===== src/rtl/pipeline_hazard_controller.sv =====
// Stall/flush sequencer for the 5-stage pipeline: load-use stalls, taken-branch
// flushes resolved in MEM, whole-pipeline freeze on data-memory busy, and saturating event counters.
module pipeline_hazard_controller #(
  parameter int CNT_W = 32
) (
  input  logic             clk,
  input  logic             reset,
  input  logic             idex_mem_read,
  input  logic [4:0]       idex_rd,
  input  logic [4:0]       ifid_rs1,
  input  logic [4:0]       ifid_rs2,
  input  logic             ifid_uses_rs2,
  input  logic             branch_taken,
  input  logic             mem_busy,
  input  logic             counters_clear,
  output logic             pc_hold,
  output logic             ifid_hold,
  output logic             idex_hold,
  output logic             exmem_hold,
  output logic             memwb_hold,
  output logic             ifid_flush,
  output logic             idex_bubble,
  output logic             exmem_flush,
  output logic [1:0]       state,
  output logic [CNT_W-1:0] stall_count,
  output logic [CNT_W-1:0] flush_count,
  output logic [CNT_W-1:0] freeze_count
);

  typedef enum logic [1:0] {
    RUN    = 2'd0,
    STALL  = 2'd1,
    FREEZE = 2'd2
  } stateT;

  stateT curState;
  logic  loadUse;
  logic  fireFreeze;
  logic  fireFlush;
  logic  fireStall;

  function automatic logic [CNT_W-1:0] satInc(input logic [CNT_W-1:0] value);
    return (&value) ? value : value + CNT_W'(1);
  endfunction

  assign loadUse = idex_mem_read && (idex_rd != 5'd0) &&
                   ((idex_rd == ifid_rs1) || (ifid_uses_rs2 && (idex_rd == ifid_rs2)));

  // Priority: busy freeze > taken branch > load-use; the load-use check is
  // masked for the one cycle spent in STALL so each hazard yields one bubble.
  assign fireFreeze = !reset && mem_busy;
  assign fireFlush  = !reset && !mem_busy && branch_taken;
  assign fireStall  = !reset && !mem_busy && !branch_taken && loadUse && (curState != STALL);

  assign pc_hold     = fireFreeze || fireStall;
  assign ifid_hold   = fireFreeze || fireStall;
  assign idex_hold   = fireFreeze;
  assign exmem_hold  = fireFreeze;
  assign memwb_hold  = fireFreeze;
  assign ifid_flush  = fireFlush;
  assign idex_bubble = fireFlush || fireStall;
  assign exmem_flush = fireFlush;
  assign state       = curState;

  always_ff @(posedge clk) begin
    if (reset) begin
      curState <= RUN;
    end else if (fireFreeze) begin
      curState <= FREEZE;
    end else if (fireStall) begin
      curState <= STALL;
    end else begin
      curState <= RUN;
    end
  end

  always_ff @(posedge clk) begin
    if (reset || counters_clear) begin
      stall_count  <= '0;
      flush_count  <= '0;
      freeze_count <= '0;
    end else begin
      if (fireStall)  stall_count  <= satInc(stall_count);
      if (fireFlush)  flush_count  <= satInc(flush_count);
      if (fireFreeze) freeze_count <= satInc(freeze_count);
    end
  end

endmodule

===== config.mk =====
export PLATFORM = sky130hd
export DESIGN_NAME = pipeline_hazard_controller
export DESIGN_NICKNAME = d
export VERILOG_FILES = /design/src/rtl/pipeline_hazard_controller.sv
export SDC_FILE = /design/constraint.sdc
export NUM_CORES = 1
export LEC_CHECK = 0
export CAP_MARGIN = 10
export CORE_ASPECT_RATIO = 1.25
export CORE_UTILIZATION = 38
export DETAILED_ROUTE_END_ITERATION = 6
export PLACE_DENSITY = 0.7
export SLEW_MARGIN = 20
export SYNTH_ARGS = -nofsm -noshare
export SYNTH_HDL_FRONTEND = slang
export SYNTH_SLANG_ARGS = --single-unit

===== constraint.sdc =====
create_clock -name clk -period 4.03 [get_ports clk]
set_clock_uncertainty 0.2 [all_clocks]
set_input_delay 0.806 -clock clk [delete_from_list [all_inputs] [get_ports clk]]
set_output_delay 0.806 -clock clk [all_outputs]
set_load 0.01 [all_outputs]

Word-level counts from Yosys, hierarchy flattened:

Index checks and enable logic that the tools add are counted.

* bits of input ports: 22
* output and inout bits: 106
* logic and storage cells: 40
* register bits: 98

* bitwise logic cells: 3
* add/subtract/negate cells: 3
* equality and inequality tests: 3
* muxes and demuxes: 2
* reduce and logical (&&, ||, !) cells: 24

Operator list (count)
* 32-bit by 1-bit adder with 32-bit output (second input constant): 3
* 32-bit AND reduction: 3
* 5-bit equality test: 2
* 1-bit logical AND: 9
* 2-bit AND reduction: 3
* 5-bit nonzero test: 1
* 1-bit logical OR: 4
* 1-bit zero test: 3
* 1-bit inverter: 3
* 2-bit two-way mux: 1
* 2-bit by 1-bit != test with 1-bit output (second input constant): 1
* 2-bit OR reduction: 1
* 1-bit two-way mux: 1

Depth between registers and ports, before layout:

* depth in word-level cells: 8
* depth in mapped cells: 9
* gate-level depth less buffers: 7

Least setup slack after synthesis:

OpenSTA, ideal clock, no wires.

* path kind: input-to-output
* start point: input idex_rd[1]
* end point: output pc_hold
* buffers on the path: 2
* arrival: 2.269 ns
* required time: 3.024 ns
* cell stages on the path: 6
* path slack: 0.755 ns
* cell sequence: or4_1 > o221ai_1 > nand2b_1 > buf_2 > nand2_1 > buf_4

* longest elaborated chain between the ends: 7
* elaborated cells on any way between the ends: 10
* classes of those cells: eq/ne (2); reduce/logical (8)

Ends and longest elaborated chain
* from (decl): RTL line 9 `input logic [4:0] idex_rd,`
* 5-bit equality test: RTL line 47 `((idex_rd == ifid_rs1) || (ifid_uses_rs2 && (idex_rd == ifid_rs2)));`
* 1-bit logical AND: RTL line 47
* 1-bit logical OR: RTL line 47
* 1-bit logical AND (*): RTL line 46 `assign loadUse = idex_mem_read && (idex_rd != 5'd0) &&`
* 1-bit logical AND (*) (2 in a row): RTL line 53 `assign fireStall = !reset && !mem_busy && !branch_taken && loadUse && (curState != STALL);`
* 1-bit logical OR (*)
* to (decl): RTL line 16 `output logic pc_hold,`

Mark *: on every way between the ends. The rest lies on a longest branch, timed or not.

Worst setup path in the final report:

* start point: input idex_rd[2]
* end point: output pc_hold

* longest elaborated chain between the ends: 7
* elaborated cells on any way between the ends: 10
* classes of those cells: eq/ne (2); reduce/logical (8)

Ends and longest elaborated chain
* 5-bit equality test: RTL line 47
* 1-bit logical AND: RTL line 47
* 1-bit logical OR: RTL line 47
* 1-bit logical AND (*): RTL line 46
* 1-bit logical AND (*) (2 in a row): RTL line 53
* 1-bit logical OR (*): RTL line 55 `assign pc_hold = fireFreeze || fireStall;`

Marks and branches as above.

==> flow_metrics.tcl <==
set metrics [dict create \
    layout_min_cycle_time_ns 3.81 \
    seq_area_frac_synth_pct 39.2 \
    slowest_delay_ns 0.55 \
    num_antenna_cells 0 \
    synthAdderAreaFrac_pct 0.750 \
    hold_viol 0 \
    drt_pass1_iterations 5 \
    synth-edff-count 0 \
    critPathKind "in -> out" \
    fp.dieH_um 130 \
    switching_share_pct 21.3 \
    pin_count 128 \
    maxCapViolCount 0 \
    pwr-share-clk_pct 45.4 \
    clock_sinks 98 \
    synthSimpleGateAreaFrac_pct 34.6 \
    p_total_mw 1.94 \
    grt_pass1_vias 4518 \
    finalCritPeriodShare_pct 94.6 \
    area_growth_pct 34.1 \
    irDropWorstVdd_mv 0.168 \
    drcViolationCount 0 \
    ys_seq_elements 98 \
    post-place-ws_ns 0.198 \
    synth_top_area_share_pct 39.2 \
    fillers 1216 \
    worst_pin_slew_ns 0.732 \
    cp_slowest_cell "or4_1" \
    ys_top_cells_by_count "98 x dfxtp_1, 81 x nor2_1, 57 x nand2_1" \
    worstPathRequired_ns 3.02 \
    synth_xor_area_share_pct 12.2 \
    wire_per_inst_um 14.9 \
    post-route-util_pct 52.6 \
    comb_power_share_pct 4.4 \
    die_w_um 105 \
    rrSetupSlack_ns 1.25 \
    initial_core_util_pct 39.2 \
    crit_cells 6 \
    syn_nets 636 \
    grt_max_degree 62 \
    synthArstFlopShare_pct 0 \
    insertion_delay_ns 0.34 \
    core_sq_um 12800 \
    slew_headroom_pct 51.1 \
    drtIter0Drc 250 \
    portBuffers 127 \
    design_area_sq_um 6720 \
    p_per_area_nw_per_um2 288 \
    nets 753 \
    clk_path_buf_depth 2 \
    drt_wl_total_mm 13.4 \
    synth_compound_area_share_pct 8.05 \
    synthDistinctLibCells 45 \
    end_kind "output port" \
    status "complete, no violations" \
    arrival_ns 2.81 \
    power.leakage_nw 2.08 \
    max_freq_mhz 262 \
    yosys_warnings 0 \
    start_kind "primary input" \
    syn_area_per_cell_sq_um 8.20 \
    worstPathMaxFanout 3 \
    synth_top_area_cell "dfxtp_1" \
    h-tree-depth 3 \
    fin_setup_tns_ns 0 \
    cp_common_cell "clkdlybuf4s50_1" \
    synthMuxAreaShare_pct 1.20 \
    rows 46 \
    track_usage_pct 19.3 \
    path_cells "clkdlybuf4s50_1 > or4_1 > o221ai_1 > nand2b_1 > nand2_1 > clkdlybuf4s50_1" \
    cts_made_buffers 9 \
    grt_first_pass_wirelength_mm 21.5 \
    rsz0062_at_grt "false" \
    synth_top_family_by_area "simple AND/OR/NAND/NOR gates" \
    drive_above_1_share_pct 5.19 \
    antenna_left 0 \
    setup_viol_count_final 0 \
    synth_area_leaders "dfxtp_1 39%, xor2_1 6.5%, nor2_1 6.1%" \
    synth_most_common_cell "dfxtp_1" \
    seqPwrFrac_pct 50.1 \
    grt_overflow 0 \
    dpl_cell_area_sq_um 6410 \
    p_int_mw 1.52 \
    reg2reg_depth 6 \
    cp_top_family "buffers and inverters" \
    p_sw_mw 0.412 \
    multiInputGateArea_sq_um 2840 \
    cts-root-buf "clkbuf_16" \
    antenna_found_initial 0 \
    regArea_sq_um 1960 \
    place_congestion 0.865 \
    netlist_instances 611 \
    drv_slew 0 \
    cts_tree "yes" \
    die-area_sq_um 13600 \
    clkTransAtPathRegs_ns 0.06 \
    holdCritPathClass "reg -> reg" \
    hold_depth 2 \
    dp_hpwl_mm 9.87 \
    synthFlopType "dfxtp_1" \
    avgViaCountPerCell 5.38 \
    vias 4845 \
    cts_resized 0 \
    cts_hold_buf 0 \
    synthesis.area_sq_um 5010 \
    postCtsSetupBuffers 0 \
    path_buf_inv 2 \
    timing.final.ws_setup_ns 0.217 \
]
## layout by cell type (no fill, tap or decap), types with 2 or more instances in the layout
| cell type | Yosys | routed |
|---|---|---|
| a211oi_1 | 2 | 2 |
| a21oi_1 | 27 | 27 |
| a31oi_1 | 3 | 3 |
| and2_1 | 6 | 6 |
| and3_1 | 11 | 11 |
| and4_1 | 4 | 4 |
| buf_4 | 5 | 5 |
| clkbuf_16 | 0 | 9 |
| clkbuf_8 | 0 | 2 |
| clkdlybuf4s50_1 | 0 | 127 |
| dfxtp_1 | 98 | 98 |
| ha_1 | 3 | 3 |
| inv_1 | 18 | 18 |
| mux2i_1 | 6 | 6 |
| nand2_1 | 57 | 57 |
| nand2_2 | 2 | 2 |
| nand2b_1 | 2 | 2 |
| nand3_1 | 41 | 41 |
| nand3b_1 | 2 | 2 |
| nand4_1 | 34 | 34 |
| nand4_2 | 2 | 2 |
| nor2_1 | 81 | 81 |
| nor3_1 | 20 | 20 |
| nor4_1 | 14 | 14 |
| nor4_4 | 2 | 2 |
| nor4b_2 | 2 | 2 |
| o21ai_0 | 15 | 15 |
| o31ai_1 | 16 | 16 |
| or2_2 | 4 | 4 |
| or3_1 | 12 | 12 |
| or4_1 | 19 | 19 |
| xnor2_1 | 33 | 33 |
| xor2_1 | 37 | 37 |
## metal layers
layer / wire, um / share of wire [%] / GRT usage, % / up-vias
met4: 315 / 2.3 / 9.53 / 0
li1: - / - / - / 2399
met5: 0 / 0 / 0 / -
met1: 5600 / 42 / 22.2 / 2287
met3: 497 / 3.7 / 2.00 / 24
met2: 7000 / 52 / 35.8 / 135
## state kept, by name, indices dropped and copies added, names as in the netlist
signal	flops
freeze_count	32
state	2
stall_count	32
flush_count	32
## path summary, 6_finish.rpt
check                          end             start
hold / removal     stall_count[23]   stall_count[23]
setup reg to reg  freeze_count[31]  freeze_count[22]
setup / recovery           pc_hold        idex_rd[2]
hold reg to reg    stall_count[23]   stall_count[23]
## through the flow
stage / std cells / hold WS [ns]
after CTS: 900 / 0.301
final: 900 / 0.303
after floorplan: 611 / 0.286
after global placement: 885 / 0.274
after global routing: 900 / 0.313
after detailed placement: 885 / 0.293
## worst min-delay path, stage by stage, from the launching register on
cell,delay (ns)
dfxtp_1,0.33
o31ai_1,0.07
a21oi_1,0.06
## cell type report
cell class	count	area share, %
tap	168	3.13
inverter	18	1.01
clock buffer	11	3.76
sequential	98	29.2
multi-input combinational	468	42.3
clock inverter	4	0.764
timing repair buffer	133	19.8
## power by group through the flow
stage	logic, mW	registers [mW]	clock network (mW)
3_5_place_dp	0.0863	0.993	0
6_report	0.0857	0.970	0.880
2_1_floorplan	0.0401	0.993	0
3_3_place_gp	0.0841	0.993	0
4_1_cts	0.0865	0.970	0.897
5_1_grt	0.0921	0.970	0.936
## logic make-up after synthesis
| kind of cell | Yosys count |
|---|---|
| DFF | 98 |
| xor gates and xnor gates | 70 |
| adders and majority gates | 3 |
| muxes | 6 |
| AOI/OAI and AO/OA | 67 |
| buffers and inverters | 45 |
| and+or+nand+nor | 322 |
Note: power is estimated with default switching activity, not from simulation.
